### config.mk
export PLATFORM = sky130hd
export DESIGN_NAME = hazard_scoreboard
export DESIGN_NICKNAME = d
export VERILOG_FILES = /design/src/rtl/hazard_scoreboard.sv
export SDC_FILE = /design/constraint.sdc
export NUM_CORES = 1
export LEC_CHECK = 0
export CAP_MARGIN = 25
export CORE_UTILIZATION = 36
export CTS_CLUSTER_DIAMETER = 150
export CTS_CLUSTER_SIZE = 28
export DETAILED_ROUTE_END_ITERATION = 12
export DONT_BUFFER_PORTS = 1
export PLACE_DENSITY = 0.53
export SLEW_MARGIN = 20
export SYNTH_ARGS = -nofsm -noshare
export SYNTH_HDL_FRONTEND = slang
export SYNTH_SLANG_ARGS = --single-unit
### constraint.sdc
create_clock -name clk -period 3.9 [get_ports clk]
set_clock_uncertainty 0.1 [all_clocks]
set_input_delay 0.78 -clock clk [delete_from_list [all_inputs] [get_ports clk]]
set_output_delay 0.78 -clock clk [all_outputs]
set_load 0.005 [all_outputs]
### src/rtl/hazard_scoreboard.sv
// hazard_scoreboard: tracks in-flight destination registers and resolves decode-stage
// operand hazards into forwarding selects, a stall, and a saturating stall counter.
module hazard_scoreboard #(
  parameter int REG_W = 5,
  parameter int DEPTH = 3,
  parameter int NUM_SRC = 2,
  parameter int ZERO_REG = 31,
  parameter int FWD_EN = 1,
  parameter int CNT_W = 16,
  localparam int SEL_W = $clog2(DEPTH + 1)
) (
  input  logic                     clk,
  input  logic                     reset,
  input  logic                     issue_valid,
  input  logic                     issue_wen,
  input  logic [REG_W-1:0]         issue_rd,
  input  logic                     issue_is_load,
  input  logic [NUM_SRC-1:0]       src_valid,
  input  logic [NUM_SRC*REG_W-1:0] src_addr,
  input  logic                     flush,
  output logic [NUM_SRC*SEL_W-1:0] fwd_sel,
  output logic                     stall,
  output logic [CNT_W-1:0]         stall_cnt
);
  logic [DEPTH-1:0] ent_v, ent_ld;
  logic [DEPTH-1:0][REG_W-1:0] ent_rd;
  logic [NUM_SRC-1:0][SEL_W-1:0] sel;
  logic [NUM_SRC-1:0] hit, ld_use;
  logic ent_wr;
  // scanning oldest to youngest lets the youngest match overwrite older ones
  always_comb begin
    sel = '0;
    hit = '0;
    ld_use = '0;
    for (int i = 0; i < NUM_SRC; i++) begin
      for (int k = DEPTH - 1; k >= 0; k--)
        if (src_valid[i] && src_addr[i*REG_W +: REG_W] != REG_W'(ZERO_REG) && ent_v[k] &&
            ent_rd[k] == src_addr[i*REG_W +: REG_W])
          sel[i] = SEL_W'(k + 1);
      hit[i] = sel[i] != '0;
      ld_use[i] = sel[i] == SEL_W'(1) && ent_ld[0];
    end
  end
  assign stall = issue_valid & (FWD_EN != 0 ? |ld_use : |hit);
  assign fwd_sel = (issue_valid && FWD_EN != 0) ? sel : '0;
  assign ent_wr = issue_valid & issue_wen & (issue_rd != REG_W'(ZERO_REG)) & ~stall;
  always_ff @(posedge clk or negedge reset)
    if (!reset) begin
      ent_v <= '0;
      ent_ld <= '0;
      ent_rd <= '0;
      stall_cnt <= '0;
    end else begin
      if (flush) ent_v <= '0;
      else begin
        for (int k = DEPTH - 1; k > 0; k--) begin
          ent_v[k] <= ent_v[k-1];
          ent_ld[k] <= ent_ld[k-1];
          ent_rd[k] <= ent_rd[k-1];
        end
        ent_v[0] <= ent_wr;
        ent_ld[0] <= issue_is_load;
        ent_rd[0] <= issue_rd;
      end
      if (stall && !flush && !(&stall_cnt)) stall_cnt <= stall_cnt + 1'b1;
    end
endmodule

==> Implementation_results.wiki, run 1 <==
{| class="wikitable"
! Metric !! Value
|-
| Leakage power || 0.897 nW
|-
| Final setup fails || 0
|-
| Footprint of the multi-input gates || 1060 sq um
|-
| Total GRT Usage || between 10% and 20%
|-
| Worst-path cell chain || xor2_1, nor4_1, nand4b_1, a21oi_1, and2_1
|-
| CP Capture Point || stall
|-
| Kind of cell adding the most delay to the critical path || simple AND/OR/NAND/NOR gates
|-
| Max-cap violation count || 0
|-
| Detailed router's first-iteration violation count || 54
|-
| Hold Buf Count CTS || 0
|-
| Final Power || 0.781 mW
|-
| Buffers and inverters on the worst path || 0
|-
| Total negative setup slack || 0 ns
|-
| Met1 track demand over resource || about a fifth
|-
| Antenna violations before repair || 0
|-
| Top-level port count || 44
|-
| Total core area || between 5000 and 6000 sq um
|-
| Type of the tightest min-delay check || input pin to asynchronous set/reset pin
|-
| Wire length of the first global-routing pass || around 7 mm
|-
| Unrepaired setup endpoints after global routing || false
|-
| Initial core utilization || 37.9%
|-
| Width of the die || 76.0 um
|-
| Total overflow reported by the global router || 0
|-
| Number of global-route vias before repair || approximately 1400
|-
| H-tree levels || 2
|-
| Setup crit end kind || output port
|-
| Final Hold Violating Endpoints || 0
|-
| Launch instance of the worst register-to-register path || stall_cnt[0]$_DFFE_PN0P_
|-
| Post-CTS sizing || 0
|-
| Crit path time final || 3.16 ns
|-
| Later-pin clock latency in the skew report || ~0.28 ns
|-
| Area Growth Syn to Fin || 7.99%
|-
| Proportion of register bits with asynchronous set or reset after synthesis || 100%
|-
| Post-CTS repair timing setup buffer count || 0
|-
| Count of final max-slew check failures || 0
|-
| Number of standard cells after synthesis || 181
|-
| Final Routed Wirelength || 4.47 mm
|-
| Iteration count of the initial detailed-routing pass || 4
|-
| TritonCTS clock tree || done
|-
| Synth Area per Inst || 10.9 sq um
|-
| Number of cells on the worst reg-to-reg path || 6
|-
| Basic-gate share of the synthesized area counting and, or, nand and nor cells || 19.0%
|-
| Area of the die || 5780 sq um
|-
| Pin count of the biggest net entering global routing || 36
|-
| Crit share post-route || approximately four fifths
|-
| CP startpoint kind || input pin
|-
| Dominant synthesized flop cell || sky130_fd_sc_hd__dfrtp_1
|-
| CTS Root Buffer Type || sky130_fd_sc_hd__clkbuf_8
|-
| Die Y || 76.0 um
|-
| Register bit total from synthesis || 35
|-
| Fraction of synthesized area in multiplexers || roughly a tenth
|-
| Xor and xnor area share after synthesis || 19.5%
|-
| Signal arrival time at the worst endpoint || 2.28 ns
|-
| Sequential cell area || 876 sq um
|-
| Combinational family with the most area after synthesis || XOR/XNOR gates
|-
| Share of synthesized area occupied by flip-flops and latches || 44.4%
|-
| Pwr per Cell Area || 367 nW/um^2
|-
| Worst IR drop on VDD || about 0.24 mV
|-
| Register-to-register path setup slack || 1.58 ns
|-
| Highest attainable clock frequency || about 320 MHz
|-
| CP Launch Point || src_addr[1]
|-
| Hpwl dp || 3.48 mm
|-
| Cts bufs inserted || 5
|-
| Cell area after technology mapping || roughly 2000 sq um
|-
| Slowest CP cell || sky130_fd_sc_hd__a21oi_1
|-
| Slew at the pin with the worst max-slew slack || roughly 0.55 ns
|-
| Average wire per standard cell || 17.5 um
|-
| Via density || 5.38
|-
| Number of nets produced by synthesis || 205
|-
| Number of diodes added for antenna fixing || 0
|-
| Share of the synthesized area in compound gates (AO/OA/AOI/OAI) || 4.82%
|-
| Maximum net fanout on the critical path || 6
|-
| Total vias in the final route || 1377
|-
| Clk sink count || 35
|-
| Max incr delay on CP || roughly 0.53 ns
|-
| Core Rows || 26
|-
| Adder-Cell Fraction of Synth Area || 0.635%
|-
| Clock Tree Buf Depth || 2
|-
| Worst path required time || about 3 ns
|-
| Clock-pin transition on the worst setup and hold timing paths || 0.08 ns
|-
| Reg2reg end || stall_cnt[1]$_DFFE_PN0P_
|-
| Fin cells || 256
|-
| Number of buffer cells added on primary ports || 0
|-
| Met3 Use GR || 5.75%
|-
| Crit path depth || 5
|-
| Layout fillers || 523
|-
| ANT nets after route || 0
|-
| Unique masters post-synth || 35
|-
| Layer carrying the most global-route usage || met2
|-
| Share of post-route cells with drive strength above 1 || 16.1%
|-
| Count of flip-flops with a built-in enable after synthesis || 0
|-
| Remaining design rule violation count || 0
|-
| Total number of nets in the final design || 209
|-
| Worst slew margin relative to its limit || 63.2%
|-
| Run status || finished clean
|-
| Final estimated routing congestion in global placement || 0.886
|-
| M2 GR Usage || 24.6%
|-
| Total placed cells including tap cells || 248
|-
| Startpoint-to-endpoint class of the critical path || input pin to output port
|-
| Warnings from Yosys || 0
|-
| Post-Route Hold Slack || 0.0808 ns
|}
[metal layers]
| layer | share of wire, % | vias to the layer above | wire, um |
|---|---|---|---|
| met1 | 47 | 675 | 2090 |
| met3 | 6.5 | 4 | 291 |
| li1 | - | 645 | - |
| met4 | 0.42 | 0 | 19 |
| met5 | 0 | - | 0 |
| met2 | 46 | 53 | 2070 |
[metrics by stage]
stage	instance area [sq um]	utilization (%)	setup WS (ns)
after floorplan	1970	-	1.11
after global placement	2040	39.2	0.790
after detailed placement	2040	39.2	0.725
after CTS	2130	40.9	0.749
after global routing	2130	40.9	0.562
final	2130	40.9	0.743
[logic make-up (layout without fill, tap and decap cells)]
| family | Yosys count | count (layout) |
|---|---|---|
| mux | 17 | 17 |
| simple gates | 64 | 64 |
| xor+xnor | 44 | 44 |
| buf+inv | 7 | 12 |
| compound gates | 13 | 13 |
| flops | 35 | 35 |
| fa+ha+maj | 1 | 1 |
[Yosys cell counts (2+ instances only)]
cell | count | area share (%)
sky130_fd_sc_hd__nor3_2 | 2 | 1.0
sky130_fd_sc_hd__nand4_1 | 7 | 2.2
sky130_fd_sc_hd__nor4_1 | 4 | 1.3
sky130_fd_sc_hd__inv_1 | 4 | 0.76
sky130_fd_sc_hd__clkbuf_1 | 2 | 0.38
sky130_fd_sc_hd__nor3_1 | 4 | 1.0
sky130_fd_sc_hd__xnor2_1 | 20 | 8.9
sky130_fd_sc_hd__nand3_1 | 13 | 3.3
sky130_fd_sc_hd__mux2_2 | 16 | 9.1
sky130_fd_sc_hd__nor2_1 | 8 | 1.5
sky130_fd_sc_hd__and3_1 | 4 | 1.3
sky130_fd_sc_hd__o211a_1 | 2 | 1.0
sky130_fd_sc_hd__and2_1 | 2 | 0.63
sky130_fd_sc_hd__xor2_1 | 24 | 11
sky130_fd_sc_hd__nand4b_1 | 2 | 0.89
sky130_fd_sc_hd__dfrtp_1 | 35 | 44
sky130_fd_sc_hd__nor2b_1 | 4 | 1.3
sky130_fd_sc_hd__o21ai_0 | 3 | 0.76
sky130_fd_sc_hd__nand2_1 | 9 | 1.7
[power by group]
group	total (mW)	switching [mW]	internal, mW
Combinational	0.0904	0.0320	0.0584
Sequential	0.425	0.0368	0.388
Clock	0.266	0.141	0.124
Total	0.781	0.210	0.571
[state kept, by name, indices dropped and copies added (netlist names)]
register and flops:
ent_rd 15, ent_ld 1, ent_v 3, stall_cnt 16
[placed cells by master (no fill, tap or decap), types with 2 or more instances in the layout]
| cell type | netlist | final |
|---|---|---|
| sky130_fd_sc_hd__mux2_2 | 16 | 16 |
| sky130_fd_sc_hd__nand4_1 | 7 | 7 |
| sky130_fd_sc_hd__nor4_1 | 4 | 4 |
| sky130_fd_sc_hd__clkbuf_8 | 0 | 5 |
| sky130_fd_sc_hd__nor2_1 | 8 | 8 |
| sky130_fd_sc_hd__nand3_1 | 13 | 13 |
| sky130_fd_sc_hd__nor2b_1 | 4 | 4 |
| sky130_fd_sc_hd__o211a_1 | 2 | 2 |
| sky130_fd_sc_hd__inv_1 | 4 | 4 |
| sky130_fd_sc_hd__clkinvlp_4 | 0 | 2 |
| sky130_fd_sc_hd__xnor2_1 | 20 | 20 |
| sky130_fd_sc_hd__nand4b_1 | 2 | 2 |
| sky130_fd_sc_hd__dfrtp_1 | 35 | 35 |
| sky130_fd_sc_hd__nor3_2 | 2 | 2 |
| sky130_fd_sc_hd__o21ai_0 | 3 | 3 |
| sky130_fd_sc_hd__nor3_1 | 4 | 4 |
| sky130_fd_sc_hd__xor2_1 | 24 | 24 |
| sky130_fd_sc_hd__and3_1 | 4 | 4 |
| sky130_fd_sc_hd__and2_1 | 2 | 2 |
| sky130_fd_sc_hd__nand2_1 | 9 | 9 |
[worst min-delay path by stage]
stage	endpoint	slack (ns)	cells after the start
3_5_place_dp	ent_rd[12]$_DFFE_PN0N_	0.39	0
5_1_grt	ent_rd[11]$_DFFE_PN0N_	0.06	0
3_3_place_gp	ent_rd[12]$_DFFE_PN0N_	0.39	0
2_1_floorplan	ent_ld[0]$_DFFE_PN0N_	0.38	0
6_report	ent_rd[12]$_DFFE_PN0N_	0.08	0
4_1_cts	stall_cnt[11]$_DFFE_PN0P_	0.08	0
[area by class of cell]
cell class              count  area share, %
clock inverters             3          0.940
flip-flops and latches     35           41.1
multi-input cells         139           49.9
clock buffers               5           3.23
well taps                  70           4.11
inverters                   4          0.705
(Power assumes the default switching activity.)
==> inputs of run 2 (changes only) <==
Settings changed: PLACE_DENSITY 0.53 to 0.55.
Clock period 3.9 ns to 2.66 ns, I/O delays scaled along.
==> run 2 against run 1 <==
Highest routed layer unchanged; sequential share of layout area is 1.5 points lower; hold slack improved by 0.12 ns; sequential power increased by 46%; cell count up 2.3%; combinational power increased by 67%; utilization grew 1.6 points.
==> Implementation_results.wiki, run 2 (synthesis gave the netlist of run 1 again) <==
{| class="wikitable"
! Metric !! Value
|-
| Clock-pin transition on the worst setup and hold timing paths || 0.07 ns
|-
| Largest register by flop count || stall_cnt
|-
| Total vias in the final route || 1420
|-
| Worst path required time || 2.03 ns
|-
| Top library cells by usage in the layout, fill and taps aside || 35 x sky130_fd_sc_hd__dfrtp_1, 24 x sky130_fd_sc_hd__xor2_1, 20 x sky130_fd_sc_hd__xnor2_1
|-
| Reg2reg end || stall_cnt[1]$_DFFE_PN0P_
|-
| Pin count of the biggest net entering global routing || 36
|-
| Area of the die || slightly below 6000 sq um
|-
| Startpoint-to-endpoint class of the critical path || register to output port
|-
| Crit path setup slack, layout || 0.129 ns
|-
| Total core area || 5200 sq um
|-
| Final Power || 1.20 mW
|-
| Maximum net fanout on the critical path || 4
|-
| Setup crit end kind || output port
|-
| Core Rows || 26
|-
| Final Hold Violating Endpoints || 0
|-
| Share of post-route cells with drive strength above 1 || around a fifth
|-
| Area Growth Syn to Fin || 12.1%
|-
| Final setup fails || 0
|-
| Worst IR drop on VDD || 0.244 mV
|-
| Signal arrival time at the worst endpoint || 1.90 ns
|-
| Iteration count of the initial detailed-routing pass || 4
|-
| Run status || finished clean
|-
| Top-level port count || 44
|-
| Total negative setup slack || 0 ns
|-
| Initial core utilization || 37.9%
|-
| Startpoint of the worst hold path || flush
|-
| Number of cells on the worst reg-to-reg path || 6
|-
| Total overflow reported by the global router || 0
|-
| Register-to-register path setup slack || 0.33 ns
|-
| Hpwl dp || 3.30 mm
|-
| Number of global-route vias before repair || roughly 1500
|-
| Final Routed Wirelength || ~4.4 mm
|-
| Worst hold path endpoint || ent_v[1]$_DFF_PN0_
|-
| Commonest non-fill, non-tap cell in the layout || sky130_fd_sc_hd__dfrtp_1
|-
| Antenna violations before repair || 0
|-
| Biggest registers after layout || stall_cnt: 16 flops, ent_rd: 15 flops, ent_v: 3 flops
|-
| Detailed router's first-iteration violation count || 98
|-
| Highest attainable clock frequency || 395 MHz
|-
| Pre-CTS setup slack || between 0.2 and 0.25 ns
|-
| CTS Root Buffer Type || sky130_fd_sc_hd__clkbuf_8
|-
| Total number of nets in the final design || 215
|-
| Later-pin clock latency in the skew report || 0.29 ns
|-
| Average wire per standard cell || 16.8 um
|-
| Leakage power || 0.941 nW
|-
| Number of diodes added for antenna fixing || 0
|-
| Crit path time final || 2.53 ns
|-
| Min-Delay Path Depth || 1
|-
| TritonCTS clock tree || done
|-
| Number of buffer cells added on primary ports || 0
|-
| Crit share post-route || 95.1%
|-
| Wire length of the first global-routing pass || between 7 and 8 mm
|-
| Via density || approximately 5.4
|-
| Die Y || 76.0 um
|-
| Remaining design rule violation count || 0
|-
| CP startpoint kind || register
|-
| Total GRT Usage || 16.4%
|-
| ANT nets after route || 0
|-
| H-tree levels || 2
|-
| Clk sink count || 35
|-
| Number of flip-flops in the largest register || 16
|-
| Worst slew margin relative to its limit || 66.7%
|-
| Cts bufs inserted || 5
|-
| Max-cap violation count || 0
|-
| Launch instance of the worst register-to-register path || stall_cnt[0]$_DFFE_PN0P_
|-
| Width of the die || 76.0 um
|-
| Count of final max-slew check failures || 0
|-
| Clock Tree Buf Depth || 2
|-
| Type of the tightest min-delay check || input pin to register
|-
| Slew at the pin with the worst max-slew slack || between 0.4 and 0.5 ns
|-
| Final estimated routing congestion in global placement || 0.853
|-
| Pwr per Cell Area || between 500 and 600 nW/um^2
|}
==> run 2: worst max-delay path by stage <==
stage / startpoint / end / slack (ns) / depth (start not counted)
2_1_floorplan: src_addr[1] / stall / 0.37 / 5
3_3_place_gp: src_addr[1] / stall_cnt[1]$_DFFE_PN0P_ / 0.27 / 5
3_5_place_dp: src_addr[1] / stall_cnt[1]$_DFFE_PN0P_ / 0.24 / 5
4_1_cts: ent_rd[1]$_DFFE_PN0N_ / stall / 0.06 / 5
5_1_grt: ent_rd[1]$_DFFE_PN0N_ / fwd_sel[2] / -0.008 / 5
6_report: ent_rd[1]$_DFFE_PN0N_ / fwd_sel[2] / 0.13 / 5
==> run 2: routing by layer <==
metal  GRT usage (%)  wire [um]  up-vias
met3            5.63        282       17
met5               0          0        -
li1                -          -      656
met1            21.1       2040      692
met2            24.5       1940       55
met4            8.65        131        0
==> run 2: per-stage QoR <==
stage	instance area, sq um	std cells	utilization [%]	hold slack, ns
2_1_floorplan	1970	181	-	0.136
3_3_place_gp	2050	249	39.4	0.137
3_5_place_dp	2050	249	39.4	0.137
4_1_cts	2180	259	41.9	0.190
5_1_grt	2210	262	42.5	0.186
6_report	2210	262	42.5	0.204
==> run 2: report_power, final <==
group	internal, mW	leakage, nW	switching [mW]
combinational	0.0905	0.437	0.0609
sequential	0.570	0.452	0.0508
clock	0.236	0.0515	0.189
total	0.897	0.941	0.301
==> run 2: area by class of cell <==
type | count | area [sq um]
fillers | 521 | 2990
multi-input cells | 139 | 1070
flip-flops and latches | 35 | 876
clock buffers | 8 | 100
well taps | 70 | 87.6
repair buffers | 6 | 60.1
inverters | 4 | 15.0
==> run 2: critical path: stages, from the launching register on <==
cell                       delay (ns)
sky130_fd_sc_hd__dfrtp_1         0.45
sky130_fd_sc_hd__xor2_1          0.20
sky130_fd_sc_hd__nor4_2          0.28
sky130_fd_sc_hd__nand4b_1        0.23
sky130_fd_sc_hd__buf_4           0.21
sky130_fd_sc_hd__a21boi_0        0.25
==> run 2: repair_timing <==
action,CTS,global route
gates resized for setup,0,2
buffers inserted,0,3
hold buffers,2,0
endpoints found under the setup margin,0,1
endpoints found under the hold margin,35,0
==> inputs of run 3 (changes only) <==
Settings changed: CORE_UTILIZATION 36 to 42, HOLD_SLACK_MARGIN set to 0.03, PLACE_DENSITY 0.55 to 0.62.
==> run 3 against run 2 <==
The flow now finishes with violations (design-rule violations); flip-flop and latch count unchanged; first-iteration DRC count decreased by 4.1%; combinational power about the same; non-clock buffer count unchanged; via count decreased by 1.8%; register-to-register slack about the same; count of clock-buffer cells in the layout decreased by 1; clock power decreased by 15%; sequential power about the same; critical path depth unchanged; highest routed layer unchanged.
==> Implementation_results.wiki, run 3 (synthesis gave the netlist of run 1 again) <==
{| class="wikitable"
! Metric !! Value
|-
| Run status || complete, but fails checks
|-
| Worst IR drop on VDD || 0.247 mV
|-
| Core Rows || 24
|-
| Clk sink count || 35
|-
| Average wire per standard cell || 17.7 um
|-
| Number of buffer cells added on primary ports || 0
|-
| Startpoint-to-endpoint class of the critical path || register to output port
|-
| Pin count of the biggest net entering global routing || 36
|-
| Sequential cell area || roughly 900 sq um
|-
| Final Hold Violating Endpoints || 0
|-
| Initial core utilization || 44.4%
|-
| Type of the tightest min-delay check || input pin to register
|-
| CTS Root Buffer Type || sky130_fd_sc_hd__clkbuf_8
|-
| Launch instance of the worst register-to-register path || ent_rd[1]$_DFFE_PN0N_
|-
| Share of post-route cells with drive strength above 1 || 17.7%
|-
| Number of flip-flops in the largest register || 16
|-
| Final estimated routing congestion in global placement || 0.926
|-
| Total negative setup slack || 0 ns
|-
| Crit path setup slack, layout || between 0.2 and 0.25 ns
|-
| Unrepaired setup endpoints after global routing || false
|-
| Cts bufs inserted || 5
|-
| Pre-CTS setup slack || 0.154 ns
|-
| Antenna violations before repair || 0
|-
| Width of the die || 70.5 um
|-
| Wire length of the first global-routing pass || 7.33 mm
|-
| Routed length on met1 || 1.86 mm
|-
| Max-cap violation count || 0
|-
| Maximum net fanout on the critical path || 3
|-
| Hpwl dp || 3.26 mm
|-
| Leakage power || approximately 0.93 nW
|-
| Clock-pin transition on the worst setup and hold timing paths || 0.07 ns
|-
| Footprint of the multi-input gates || 1070 sq um
|-
| Highest attainable clock frequency || 412 MHz
|-
| Startpoint of the worst hold path || flush
|-
| Total number of nets in the final design || 215
|-
| Highest metal layer with signal wires || met4
|-
| Crit path time final || 2.43 ns
|-
| Remaining design rule violation count || 6
|-
| CP Launch Point || ent_rd[12]$_DFFE_PN0N_
|-
| ANT nets after route || 0
|-
| Final setup fails || 0
|-
| Total core area || roughly 4400 sq um
|-
| Top-level port count || 44
|-
| Fin cells || 244
|-
| Largest register by flop count || stall_cnt
|-
| Area Growth Syn to Fin || 9.84%
|-
| Biggest registers after layout || stall_cnt: 16 flops, ent_rd: 15 flops, ent_v: 3 flops
|-
| Die Y || between 70 and 80 um
|-
| Clock Tree Buf Depth || 2
|-
| Commonest non-fill, non-tap cell in the layout || sky130_fd_sc_hd__dfrtp_1
|-
| Total placed cells including tap cells || 231
|-
| Number of diodes added for antenna fixing || 0
|-
| Total GRT Usage || 19.5%
|-
| Setup crit end kind || output port
|-
| Signal arrival time at the worst endpoint || 1.80 ns
|-
| Routed length on met3 || 337 um
|-
| Later-pin clock latency in the skew report || 0.28 ns
|-
| Post-Route Hold Slack || 0.209 ns
|-
| H-tree levels || 2
|-
| Crit share post-route || 91.2%
|-
| Iteration count of the initial detailed-routing pass || 10
|-
| Area of the die || between 4000 and 5000 sq um
|-
| Final Routed Wirelength || between 4 and 5 mm
|-
| TritonCTS clock tree || done
|-
| Cell area after placement || 2030 sq um
|-
| Total non-filler cell area in the finished layout || between 2000 and 2500 sq um
|-
| Total met2 wirelength after detailed routing || 2.04 mm
|-
| Worst slew margin relative to its limit || 68.9%
|-
| Violated checks || design-rule violations
|-
| Layout fillers || 410
|-
| Total vias in the final route || 1394
|-
| Top library cells by usage in the layout, fill and taps aside || 35 x sky130_fd_sc_hd__dfrtp_1, 24 x sky130_fd_sc_hd__xor2_1, 20 x sky130_fd_sc_hd__xnor2_1
|-
| Pwr per Cell Area || between 500 and 600 nW/um^2
|-
| Detailed router's first-iteration violation count || 94
|-
| Total overflow reported by the global router || 0
|-
| CP startpoint kind || register
|-
| Worst path required time || 2.03 ns
|-
| Slew at the pin with the worst max-slew slack || 0.462 ns
|-
| Count of final max-slew check failures || 0
|-
| Via density || 5.71
|-
| Number of global-route vias before repair || roughly 1500
|}
==> run 3: final cells by class <==
cell class / instances / area share [%]
Sequential cell: 35 / 40.4
Inverter: 4 / 0.693
Clock inverter: 1 / 0.231
Timing Repair Buffer: 6 / 2.77
Clock buffer: 7 / 3.52
Tap cell: 52 / 3.00
Multi-Input combinational cell: 139 / 49.3
==> run 3: through the flow <==
step                      total power, mW  utilization (%)
after global routing                 1.19             48.7
after CTS                            1.15             48.3
final                                1.13             48.7
after detailed placement            0.764             45.6
after global placement              0.756             45.6
after floorplan                     0.736                -
==> run 3: timing repair <==
action / CTS / global route
setup endpoints to repair: 1 / 1
hold buffers: 2 / 0
resized for setup: 0 / 1
hold endpoints to repair: 35 / 0
setup buffers: 1 / 2
pin swaps: 1 / 1
==> run 3: path summary, 6_finish.rpt <==
path / slack, ns / endpoint / cells past startpoint
worst max-delay path: 0.23 / fwd_sel[0] / 5
worst min-delay path: 0.21 / ent_v[1]$_DFF_PN0_ / 1
worst min register to register: 0.42 / stall_cnt[10]$_DFFE_PN0P_ / 1
worst max register to register: 0.33 / stall_cnt[1]$_DFFE_PN0P_ / 6
min in group asynchronous: 0.60 / ent_rd[5]$_DFFE_PN0N_ / 2
max in group asynchronous: 1.67 / stall_cnt[8]$_DFFE_PN0P_ / 2
==> run 3: metal layers <==
layer	vias to the layer above	track usage (%)
met1	685	24.4
met3	11	7.50
met2	37	30.5
met5	-	0
met4	0	7.71
li1	661	-
==> run 3: power by group <==
| group | internal (mW) | switching (mW) | leakage, nW | total [mW] |
|---|---|---|---|---|
| clock | 0.183 | 0.177 | 0.0422 | 0.361 |
| combinational | 0.0905 | 0.0599 | 0.437 | 0.150 |
| sequential | 0.570 | 0.0512 | 0.452 | 0.621 |
==> run 3: worst max-delay path, stage by stage (launching register included) <==
cell and delay [ns]:
sky130_fd_sc_hd__dfrtp_1 0.42, sky130_fd_sc_hd__xor2_1 0.15, sky130_fd_sc_hd__nor4_1 0.34, sky130_fd_sc_hd__nand3_1 0.15
sky130_fd_sc_hd__o31ai_1 0.27, sky130_fd_sc_hd__and2_1 0.19
==> variant: new RTL, flow settings as in run 2 <==
Change the parameter `CNT_W` from 16 to 18.
--- a/src/rtl/hazard_scoreboard.sv
+++ b/src/rtl/hazard_scoreboard.sv
@@ -7,5 +7,5 @@
   parameter int ZERO_REG = 31,
   parameter int FWD_EN = 1,
-  parameter int CNT_W = 16,
+  parameter int CNT_W = 18,
   localparam int SEL_W = $clog2(DEPTH + 1)
 ) (
Interface: changed (resized stall_cnt); port bits go from 44 to 46. The function was not compared with the original's and may differ.
==> variant against run 2 <==
- critical path depth is the same
- sequential cell count grew 2
- wire length shrank 2.5%
- design area grew 1.6%
- power shrank 3.1%
- setup slack gained 0.73 ps
- synthesized area grew 3.4%
- utilization shrank 1.4 points
- critical path type unchanged
- largest cell class unchanged
==> variant: results (changes against run 2) <==
- Worst rel slew slack: 61.35% (-5.3 points)
- Met1 wire length: 1971 µm (-3.3%)
- Critical Path Max Stage Delay: 510 ps (+60 ps)
- Share of synthesized area occupied by flip-flops and latches: 45.43% (+1.0 points)
- Crit Reg-Reg Startpoint: ent_rd[2]
- Fill cells: 559 (+7.3%)
- Worst hold-check path type: primary input to flop
- Worst setup slack for register-to-register paths: 400 ps (+70 ps)
- Result of the run: finished clean
- Routed wire length: 4290 µm (-2.5%)
- Worst reg2reg path depth: 7 (+1)
- Count of vias placed by the detailed router: 1421 (+0.070%)
- First-pass GRT wire length: 7058 µm (-4.8%)
- Starting DRC count in detailed routing: 42 (-57%)
- Largest vdd supply drop: 0.2926 mV (+20%)
- Ranking of synthesized cells by area: sky130_fd_sc_hd__dfrtp_1 45%, sky130_fd_sc_hd__xnor2_1 12%, sky130_fd_sc_hd__mux2_2 8.8%
- Length of the first detailed-routing pass in iterations: 2 (-2)
- Slowest-stage cell, CP: sky130_fd_sc_hd__nor3_1
- CTS Buf Count: 5 (unchanged)
- DP Worst Slack: 214.1 ps (-30.79 ps)
- Number of global-route vias before repair: 1459 (-2.2%)
- Post-Synthesis Cells: 186 (+2.8%)
- Worst hold path stage count: 1 (unchanged)
- Cell count after placement: 256 (+2.8%)
- Number of antenna violations at the first check in global routing: 0 (unchanged)
- Leading registers by flop count: stall_cnt (18), ent_rd (15), ent_v (3)
- HPWL after detailed placement: 3216 µm (-2.5%)
- Fin. Hold Viols: 0 (unchanged)
- Top post-synthesis cells by count: 37 x sky130_fd_sc_hd__dfrtp_1, 27 x sky130_fd_sc_hd__xnor2_1, 17 x sky130_fd_sc_hd__xor2_1
- Met2 routed wirelength: 2054 µm (+5.7%)
- Sum of met3 wire segment lengths after detailed routing: 216 µm (-23%)
- Layout Cells excl Fill: 266 (+1.5%)
- Final net count: 217 (+0.93%)
- Count of different cell masters after synthesis: 34 (-2.9%)
- Count of final setup violators: 0 (unchanged)
- Capture point of the worst reg-to-reg path: stall_cnt[17]
- Global router's overall resource usage: 15.17% (-1.3 points)
- Number of nets produced by synthesis: 210 (+2.4%)
- Final estimated routing congestion in global placement: 0.8324 (-2.4%)
- Static leakage: 0.9045 nW (-3.9%)
- Layout cell share with drive strength beyond 1: 16.49% (-2.3 points)
- Largest net degree at the start of global routing: 38 (+5.6%)
- Max H-tree Level: 2 (unchanged)
- Maximum fanout along the worst path: 4 (unchanged)
-- variant: cell types whose count changed in the layout (fill, tap and decap cells not counted), moves of 4 or more --
| cell | change |
|---|---|
| sky130_fd_sc_hd__nand4_1 | +4 |
| sky130_fd_sc_hd__xor2_1 | -7 |
| sky130_fd_sc_hd__xnor2_1 | +7 |
| sky130_fd_sc_hd__nor2_1 | -5 |
-- variant: final cells by class --
class | instances | share of cell area [%]
repair buffers | 4 | 2.006
multi-input cells | 143 | 48.86
inverters | 2 | 0.3343
well taps | 72 | 4.011
flip-flops and latches | 37 | 41.23
clock buffers | 8 | 3.565
-- variant: worst max path at each step --
stage                           start         end  slack, ps
after detailed placement  src_addr[2]  fwd_sel[1]        210
after global placement    src_addr[2]  fwd_sel[1]        240
after CTS                  ent_rd[12]  fwd_sel[1]         20
final                       ent_rd[2]       stall        130
after floorplan           src_addr[2]       stall        490
after global routing        ent_rd[7]  fwd_sel[3]         40
-- variant: timing repair --
action	4_1_cts	5_1_grt
hold endpoints to repair	37	0
hold buffers	2	0
endpoints found under the setup margin	0	2
setup buffers	0	0
gates resized for setup	0	5
-- variant: power breakdown --
group / internal, W / switching, W / leakage [nW]
Combinational: 0.0000868 / 0.0000550 / 0.385
Clock: 0.000186 / 0.000184 / 0.0395
Sequential: 0.000600 / 0.0000490 / 0.480
-- variant: cell families (layout without fill, tap and decap cells) --
family                   count (synthesis)  after routing  synth area share [%]
flip-flops                              37             37                 45.43
multiplexers                            18             18                 9.945
AO/OA/AOI/OAI                           16             16                 5.402
buffers and inverters                    6             14                 1.596
adder cells (fa/ha/maj)                  1              1                0.6138
XOR/XNOR                                44             44                 18.91
AND/OR/NAND/NOR                         64             64                 18.11
-- variant: routing by layer --
metal	GRT usage, %	up-vias
met5	0	-
met4	6.415	0
met3	4.524	4
met2	24.51	37
met1	18.68	702
li1	-	678
-- variant: per-stage QoR --
stage | util, % | instance area [µm²] | hold WS, ps
after CTS | 40.72 | 2228 | 199.1
final | 41.04 | 2246 | 215.1
after global placement | 38.71 | 2118 | 137.4
after global routing | 41.04 | 2246 | 199.7
after floorplan | - | 2038 | 136.4
after detailed placement | 38.71 | 2118 | 137.7
